File: src/rtl/ahb3lite_apb_bridge_if.sv
// Bus bundles for the AHB3-Lite to APB bridge.
// ahb3lite_if carries the AHB3-Lite slave port; apb_if carries the APB master port.

interface ahb3lite_if #(
  parameter int unsigned HADDR_SIZE = 32,
  parameter int unsigned HDATA_SIZE = 32
);
  logic                  HSEL;
  logic [HADDR_SIZE-1:0] HADDR;
  logic [HDATA_SIZE-1:0] HWDATA;
  logic [HDATA_SIZE-1:0] HRDATA;
  logic                  HWRITE;
  logic [2:0]            HSIZE;
  logic [2:0]            HBURST;
  logic [3:0]            HPROT;
  logic [1:0]            HTRANS;
  logic                  HMASTLOCK;
  logic                  HREADY;
  logic                  HREADYOUT;
  logic                  HRESP;

  modport master (
    output HSEL, HADDR, HWDATA, HWRITE, HSIZE, HBURST, HPROT, HTRANS, HMASTLOCK, HREADY,
    input  HRDATA, HREADYOUT, HRESP
  );

  modport slave (
    input  HSEL, HADDR, HWDATA, HWRITE, HSIZE, HBURST, HPROT, HTRANS, HMASTLOCK, HREADY,
    output HRDATA, HREADYOUT, HRESP
  );
endinterface

interface apb_if #(
  parameter int unsigned PADDR_SIZE = 8,
  parameter int unsigned PDATA_SIZE = 32
);
  logic                    PSEL;
  logic                    PENABLE;
  logic                    PWRITE;
  logic [2:0]              PPROT;
  logic [PDATA_SIZE/8-1:0] PSTRB;
  logic [PADDR_SIZE-1:0]   PADDR;
  logic [PDATA_SIZE-1:0]   PWDATA;
  logic [PDATA_SIZE-1:0]   PRDATA;
  logic                    PREADY;
  logic                    PSLVERR;

  modport master (
    output PSEL, PENABLE, PWRITE, PPROT, PSTRB, PADDR, PWDATA,
    input  PRDATA, PREADY, PSLVERR
  );

  modport slave (
    input  PSEL, PENABLE, PWRITE, PPROT, PSTRB, PADDR, PWDATA,
    output PRDATA, PREADY, PSLVERR
  );
endinterface

File: src/rtl/ahb3lite_apb_bridge.sv
// AHB3-Lite slave to APB master bridge: one APB SETUP/ACCESS sequence per accepted AHB
// transfer, with the AHB data phase stalled until the APB side completes.

module ahb3lite_apb_bridge #(
  parameter int unsigned HADDR_SIZE = 32,
  parameter int unsigned HDATA_SIZE = 32,
  parameter int unsigned PADDR_SIZE = 8,
  parameter int unsigned PDATA_SIZE = 32
) (
  input  logic      HCLK,
  input  logic      HRESET,
  ahb3lite_if.slave ahb,
  apb_if.master     apb
);

  localparam int unsigned STRB_W   = PDATA_SIZE / 8;
  localparam int unsigned LSB_W    = $clog2(STRB_W);
  localparam int unsigned MAX_SIZE = $clog2(HDATA_SIZE / 8);

  typedef enum logic [2:0] {
    ST_IDLE,
    ST_WDATA,
    ST_SETUP,
    ST_ACCESS,
    ST_ERR1,
    ST_ERR2
  } state_t;

  state_t state_q, state_d;

  logic accept_c;
  logic size_err_c;
  logic start_c;
  logic read_done_c;

  logic hreadyout_d, hresp_d, psel_d, penable_d;

  logic                  hreadyout_q;
  logic                  hresp_q;
  logic [HDATA_SIZE-1:0] hrdata_q;
  logic                  psel_q;
  logic                  penable_q;
  logic                  pwrite_q;
  logic [2:0]            pprot_q;
  logic [STRB_W-1:0]     pstrb_q;
  logic [PADDR_SIZE-1:0] paddr_q;
  logic [PDATA_SIZE-1:0] pwdata_q;

  // Byte lanes covered by a naturally aligned access of 2**size bytes at byte offset lsb
  function automatic logic [STRB_W-1:0] byte_strobe(input logic [2:0] size,
                                                     input logic [LSB_W-1:0] lsb);
    logic [STRB_W-1:0] strb;
    strb = '0;
    for (int unsigned i = 0; i < STRB_W; i++) begin
      strb[i] = ((i >> size) == (32'(lsb) >> size));
    end
    return strb;
  endfunction

  assign accept_c    = ahb.HSEL & ahb.HREADY & ahb.HTRANS[1];
  assign size_err_c  = (ahb.HSIZE > 3'(MAX_SIZE));
  assign read_done_c = (state_q == ST_ACCESS) & apb.PREADY & ~apb.PSLVERR & ~pwrite_q;

  // Next state and the next value of each registered handshake output
  always_comb begin
    state_d     = state_q;
    start_c     = 1'b0;
    hreadyout_d = 1'b1;
    hresp_d     = 1'b0;
    psel_d      = 1'b0;
    penable_d   = 1'b0;

    case (state_q)
      ST_IDLE, ST_ERR2: begin
        state_d = ST_IDLE;
        if (accept_c) begin
          if (size_err_c) begin
            state_d = ST_ERR1;
          end else begin
            start_c = 1'b1;
            state_d = ahb.HWRITE ? ST_WDATA : ST_SETUP;
          end
        end
      end
      ST_WDATA:  state_d = ST_SETUP;
      ST_SETUP:  state_d = ST_ACCESS;
      ST_ACCESS: begin
        if (apb.PREADY) begin
          state_d = apb.PSLVERR ? ST_ERR1 : ST_IDLE;
        end
      end
      ST_ERR1:   state_d = ST_ERR2;
      default:   state_d = ST_IDLE;
    endcase

    hreadyout_d = (state_d == ST_IDLE) || (state_d == ST_ERR2);
    hresp_d     = (state_d == ST_ERR1) || (state_d == ST_ERR2);
    psel_d      = (state_d == ST_SETUP) || (state_d == ST_ACCESS);
    penable_d   = (state_d == ST_ACCESS);
  end

  always_ff @(posedge HCLK or posedge HRESET) begin
    if (HRESET) begin
      state_q <= ST_IDLE;
    end else begin
      state_q <= state_d;
    end
  end

  // Output registers; APB address/control are captured only when an APB access starts
  always_ff @(posedge HCLK or posedge HRESET) begin
    if (HRESET) begin
      hreadyout_q <= 1'b1;
      hresp_q     <= 1'b0;
      hrdata_q    <= '0;
      psel_q      <= 1'b0;
      penable_q   <= 1'b0;
      pwrite_q    <= 1'b0;
      pprot_q     <= '0;
      pstrb_q     <= '0;
      paddr_q     <= '0;
      pwdata_q    <= '0;
    end else begin
      hreadyout_q <= hreadyout_d;
      hresp_q     <= hresp_d;
      psel_q      <= psel_d;
      penable_q   <= penable_d;
      if (start_c) begin
        paddr_q  <= ahb.HADDR[PADDR_SIZE-1:0];
        pwrite_q <= ahb.HWRITE;
        pprot_q  <= {~ahb.HPROT[0], 1'b0, ahb.HPROT[1]};
        pstrb_q  <= ahb.HWRITE ? byte_strobe(ahb.HSIZE, ahb.HADDR[LSB_W-1:0]) : '0;
      end
      if (state_q == ST_WDATA) begin
        pwdata_q <= ahb.HWDATA;
      end
      if (read_done_c) begin
        hrdata_q <= apb.PRDATA;
      end
    end
  end

  assign ahb.HREADYOUT = hreadyout_q;
  assign ahb.HRESP     = hresp_q;
  assign ahb.HRDATA    = hrdata_q;
  assign apb.PSEL      = psel_q;
  assign apb.PENABLE   = penable_q;
  assign apb.PWRITE    = pwrite_q;
  assign apb.PPROT     = pprot_q;
  assign apb.PSTRB     = pstrb_q;
  assign apb.PADDR     = paddr_q;
  assign apb.PWDATA    = pwdata_q;

  // Inputs the bridge deliberately does not act on
  logic unused_inputs;
  assign unused_inputs = ^{ahb.HBURST, ahb.HMASTLOCK, ahb.HTRANS[0], ahb.HPROT[3:2],
                           ahb.HADDR[HADDR_SIZE-1:PADDR_SIZE]};

endmodule
File: src/flat_wrapper.sv
// flat-port wrapper written by rule: the top's interface ports become plain ports
module ahb3lite_apb_bridge_flat 
#(
  parameter int unsigned HADDR_SIZE = 32,
  parameter int unsigned HDATA_SIZE = 32,
  parameter int unsigned PADDR_SIZE = 8,
  parameter int unsigned PDATA_SIZE = 32
)
  (HCLK, HRESET, ahb_HSEL, ahb_HADDR, ahb_HWDATA, ahb_HWRITE, ahb_HSIZE, ahb_HBURST, ahb_HPROT, ahb_HTRANS, ahb_HMASTLOCK, ahb_HREADY, ahb_HRDATA, ahb_HREADYOUT, ahb_HRESP, apb_PSEL, apb_PENABLE, apb_PWRITE, apb_PPROT, apb_PSTRB, apb_PADDR, apb_PWDATA, apb_PRDATA, apb_PREADY, apb_PSLVERR);
  ahb3lite_if #(.HADDR_SIZE(HADDR_SIZE), .HDATA_SIZE(HDATA_SIZE)) ahb_i ();
  apb_if #(.PADDR_SIZE(PADDR_SIZE), .PDATA_SIZE(PDATA_SIZE)) apb_i ();
  input  logic HCLK;
  input  logic HRESET;
  input wire logic [$bits(ahb_i.HSEL)-1:0] ahb_HSEL;
  input wire logic [$bits(ahb_i.HADDR)-1:0] ahb_HADDR;
  input wire logic [$bits(ahb_i.HWDATA)-1:0] ahb_HWDATA;
  input wire logic [$bits(ahb_i.HWRITE)-1:0] ahb_HWRITE;
  input wire logic [$bits(ahb_i.HSIZE)-1:0] ahb_HSIZE;
  input wire logic [$bits(ahb_i.HBURST)-1:0] ahb_HBURST;
  input wire logic [$bits(ahb_i.HPROT)-1:0] ahb_HPROT;
  input wire logic [$bits(ahb_i.HTRANS)-1:0] ahb_HTRANS;
  input wire logic [$bits(ahb_i.HMASTLOCK)-1:0] ahb_HMASTLOCK;
  input wire logic [$bits(ahb_i.HREADY)-1:0] ahb_HREADY;
  output wire logic [$bits(ahb_i.HRDATA)-1:0] ahb_HRDATA;
  output wire logic [$bits(ahb_i.HREADYOUT)-1:0] ahb_HREADYOUT;
  output wire logic [$bits(ahb_i.HRESP)-1:0] ahb_HRESP;
  output wire logic [$bits(apb_i.PSEL)-1:0] apb_PSEL;
  output wire logic [$bits(apb_i.PENABLE)-1:0] apb_PENABLE;
  output wire logic [$bits(apb_i.PWRITE)-1:0] apb_PWRITE;
  output wire logic [$bits(apb_i.PPROT)-1:0] apb_PPROT;
  output wire logic [$bits(apb_i.PSTRB)-1:0] apb_PSTRB;
  output wire logic [$bits(apb_i.PADDR)-1:0] apb_PADDR;
  output wire logic [$bits(apb_i.PWDATA)-1:0] apb_PWDATA;
  input wire logic [$bits(apb_i.PRDATA)-1:0] apb_PRDATA;
  input wire logic [$bits(apb_i.PREADY)-1:0] apb_PREADY;
  input wire logic [$bits(apb_i.PSLVERR)-1:0] apb_PSLVERR;
  assign ahb_i.HSEL = ahb_HSEL;
  assign ahb_i.HADDR = ahb_HADDR;
  assign ahb_i.HWDATA = ahb_HWDATA;
  assign ahb_i.HWRITE = ahb_HWRITE;
  assign ahb_i.HSIZE = ahb_HSIZE;
  assign ahb_i.HBURST = ahb_HBURST;
  assign ahb_i.HPROT = ahb_HPROT;
  assign ahb_i.HTRANS = ahb_HTRANS;
  assign ahb_i.HMASTLOCK = ahb_HMASTLOCK;
  assign ahb_i.HREADY = ahb_HREADY;
  assign ahb_HRDATA = ahb_i.HRDATA;
  assign ahb_HREADYOUT = ahb_i.HREADYOUT;
  assign ahb_HRESP = ahb_i.HRESP;
  assign apb_PSEL = apb_i.PSEL;
  assign apb_PENABLE = apb_i.PENABLE;
  assign apb_PWRITE = apb_i.PWRITE;
  assign apb_PPROT = apb_i.PPROT;
  assign apb_PSTRB = apb_i.PSTRB;
  assign apb_PADDR = apb_i.PADDR;
  assign apb_PWDATA = apb_i.PWDATA;
  assign apb_i.PRDATA = apb_PRDATA;
  assign apb_i.PREADY = apb_PREADY;
  assign apb_i.PSLVERR = apb_PSLVERR;
  ahb3lite_apb_bridge #(.HADDR_SIZE(HADDR_SIZE), .HDATA_SIZE(HDATA_SIZE), .PADDR_SIZE(PADDR_SIZE), .PDATA_SIZE(PDATA_SIZE)) u_core (.HCLK(HCLK), .HRESET(HRESET), .ahb(ahb_i), .apb(apb_i));
endmodule
File: config.mk
export PLATFORM = sky130hd
export DESIGN_NAME = ahb3lite_apb_bridge_flat
export DESIGN_NICKNAME = d
export VERILOG_FILES = /design/src/rtl/ahb3lite_apb_bridge_if.sv /design/src/rtl/ahb3lite_apb_bridge.sv /design/src/flat_wrapper.sv
export SDC_FILE = /design/constraint.sdc
export NUM_CORES = 1
export LEC_CHECK = 0
export BUFFER_PORTS_ARGS = -buffer_cell sky130_fd_sc_hd__buf_2
export CAP_MARGIN = 0
export CORE_MARGIN = 8
export CORE_UTILIZATION = 45
export CTS_BUF_LIST = sky130_fd_sc_hd__clkbuf_8
export CTS_CLUSTER_DIAMETER = 80
export DETAILED_ROUTE_END_ITERATION = 10
export GPL_ROUTABILITY_DRIVEN = 0
export PLACE_DENSITY = 0.78
export SLEW_MARGIN = 20
export SYNTH_ARGS = -nofsm -noshare
export SYNTH_HDL_FRONTEND = slang
export SYNTH_SLANG_ARGS = --single-unit
File: constraint.sdc
create_clock -name HCLK -period 3.6 [get_ports HCLK]
set_input_delay 0.54 -clock HCLK [delete_from_list [all_inputs] [get_ports HCLK]]
set_output_delay 0.54 -clock HCLK [all_outputs]
set_load 0.01 [all_outputs]
==> run summary <==
status: completed
post-synthesis mux area share: 27.5%
pin slew with the least headroom to its limit: 0.904 ns
R2R depth: 3
H-tree levels: 3
Cells after Synth: 215
# nets final: 501
VDD IR max: 0.391 mV
clock sinks: 86
Ys Warns: 0
critical path type: reg2reg
area delta synth->final: 30.7%
Routed WL: 8.24 mm
drt first pass iters: 4
routed vias/inst: 4.82
post-synthesis adder-cell area fraction: 0%
first-pass GRT wire length: 13.7 mm
most frequent cell after synthesis: dfrtp_1
num rows: 32
final instance area: 4610 um^2
main combinational cell family by area after synthesis: multiplexers
FF-to-FF Start: u_core.state_q[2]
area of the die: 10900 um^2
period utilization: 56.4%
n_diodes: 0
max-slew violations: 0
RR Endpoint: u_core.ahb.HRDATA[14]
Final HPWL DP: 6.36 mm
simple-gate share of the synthesized area: 2.38%
# fillers: 647
CP Capture Type: flip-flop
CTS max path bufs: 2
Yosys reg bits: 86
Initial Utilization: 46.1%
FF+latch area: 2150 um^2
commonest cells in the netlist: 85 x dfrtp_1, 46 x mux2_2, 30 x mux2_4
sequential area share after synthesis: 61.1%
placed cell area: 4400 um^2
setup violators final: 0
async set-or-reset flop fraction in the synthesized netlist: 100%
Setup TNS Final: 0 ns
post-route minimum period: 2.03 ns
CP max FO: 32
Mean Syn Cell Area: 16.4 um^2
Critical Path End: u_core.ahb.HRDATA[14]
number of synthesized flops with an enable pin: 0
total power draw: 4.08 mW
Die Width: 105 um
GRT Total Usage: 15.2%
hold_buf cts: 0
DR vias: 2372
area share of the leading cell type in the synthesized netlist: 60.3%
Leakage: 2.43 nW
pin count of the biggest net entering global routing: 55
cell taking the most area after synthesis: dfrtp_1
layout cells sized above 1: 68.7%
core area: 7650 um^2
Worst-Skew Late Latency: 0.35 ns
WL/cell: 16.7 um
DRT iter0 DRCs: 57
multi-input logic area: 1250 um^2
Inserted Clock Buffers: 9
RSZ-0062 raised after global routing: no
post-cts resize count: 0
# IOs: 200
fin util: 60.3%
flop-to-flop setup slack: 1.57 ns
Compound-Gate Fraction of Synth Area: 4.72%
Post-CTS Setup Repair Bufs: 0
final hold vios: 0
crit path DAT: 2.25 ns
Worst EP required: 3.82 ns
post-synthesis net count: 331
clk_skew: 0.0136 ns
library cells used by synthesis: 32
Power Density: 886 nW/um^2
Mapped Area: 3520 um^2
# port buffers: 167
CTS root buffer: clkbuf_8
vias in the first global route: 2653
Worst setup SP type: flip-flop
Congestion Overflow GR: 0
Max Freq: 0.493 GHz
max-cap viol count: 0
initial antenna violation count: 0
Die Span Y: 105 um
# DRC: 0
worst hold path type: in2async
top cells by area, synth: dfrtp_1 60%, mux2_2 15%, mux2_4 13%
Main synth FF type: dfrtp_1
CTS tree: built
DRT antenna net count: 0
clk slew on worst S/H paths: 0.09 ns
post-synthesis xor/xnor area fraction: 0.497%
worst setup path startpoint: u_core.state_q[2]
Rel. slew slack: 39.6%
[metrics by stage]
| step | cells | worst slack (ns) | hold slack [ns] |
|---|---|---|---|
| after global routing | 492 | 1.52 | 0.390 |
| after detailed placement | 476 | 1.60 | 0.487 |
| after floorplan | 215 | 0.840 | 0.544 |
| final | 492 | 1.57 | 0.347 |
| after CTS | 492 | 1.58 | 0.365 |
| after global placement | 476 | 1.63 | 0.482 |
[worst min-delay path by stage]
stage                     startpoint                     to  cells after the start
2_1_floorplan    u_core.apb.PSTRB[0]    u_core.apb.PSTRB[0]                      2
3_3_place_gp   u_core.ahb.HRDATA[30]  u_core.ahb.HRDATA[30]                      1
3_5_place_dp   u_core.ahb.HRDATA[23]  u_core.ahb.HRDATA[23]                      1
4_1_cts                       HRESET   u_core.ahb.HRDATA[2]                      2
5_1_grt                apb_PRDATA[8]   u_core.ahb.HRDATA[8]                      2
6_report                      HRESET   u_core.ahb.HRDATA[2]                      2
[flip-flops by register name (all words and copies together) (netlist names)]
register and cells:
u_core.ahb.HRDATA 32, u_core.apb.PWDATA 32, u_core.apb.PADDR 8, u_core.apb.PSTRB 4
u_core.state_q 3, u_core.apb.PPROT 2, u_core.ahb.HREADYOUT 1, u_core.ahb.HRESP 1
u_core.apb.PENABLE 1, u_core.apb.PSEL 1, u_core.apb.PWRITE 1
[power breakdown]
part	total, mW	internal (mW)	switching, mW	leakage (nW)
Clock	0.683	0.345	0.339	0.103
Sequential	1.70	1.44	0.259	1.04
Combinational	1.70	0.937	0.760	1.28
Total	4.08	2.73	1.36	2.43
[metal layers]
metal / vias up / part of all wire [%] / GRT usage, %
met4: 0 / 0.86 / 4.96
met2: 101 / 49 / 25.0
met3: 10 / 8.1 / 5.82
li1: 1106 / - / -
met5: - / 0 / 0
met1: 1155 / 42 / 17.9
[kinds of logic after synthesis]
family / count (synthesis)
DFF: 86
muxes: 76
AOI/OAI and AO/OA: 23
buffers and inverters: 15
and+or+nand+nor: 12
xor gates and xnor gates: 2
other: 1
[cell usage in the layout (no fill, tap or decap), drive strengths merged, types with 2 or more instances in the layout]
cell type,count
o31ai,6
a21oi,3
clkinv,3
inv,5
a221o,2
nor3,2
buf,170
dfrtp,85
a211o,2
o21ai,4
mux2,76
clkbuf,10
nor2,3
o21a,2
[critical path, stage by stage (launching register included)]
cell and delay (ns):
dfrtp_1 0.51, nand2b_4 0.21, or4_4 0.78, mux2_4 0.40
[cell type report]
| type | instances | area share (%) |
|---|---|---|
| Clock buffer | 10 | 2.99 |
| Clock inverter | 6 | 1.49 |
| Inverter | 4 | 0.353 |
| Multi-Input combinational cell | 114 | 27.0 |
| Sequential cell | 86 | 46.7 |
| Tap cell | 102 | 2.77 |
| Timing Repair Buffer | 170 | 18.6 |
No activity file was read; power rests on OpenSTA's default activity.
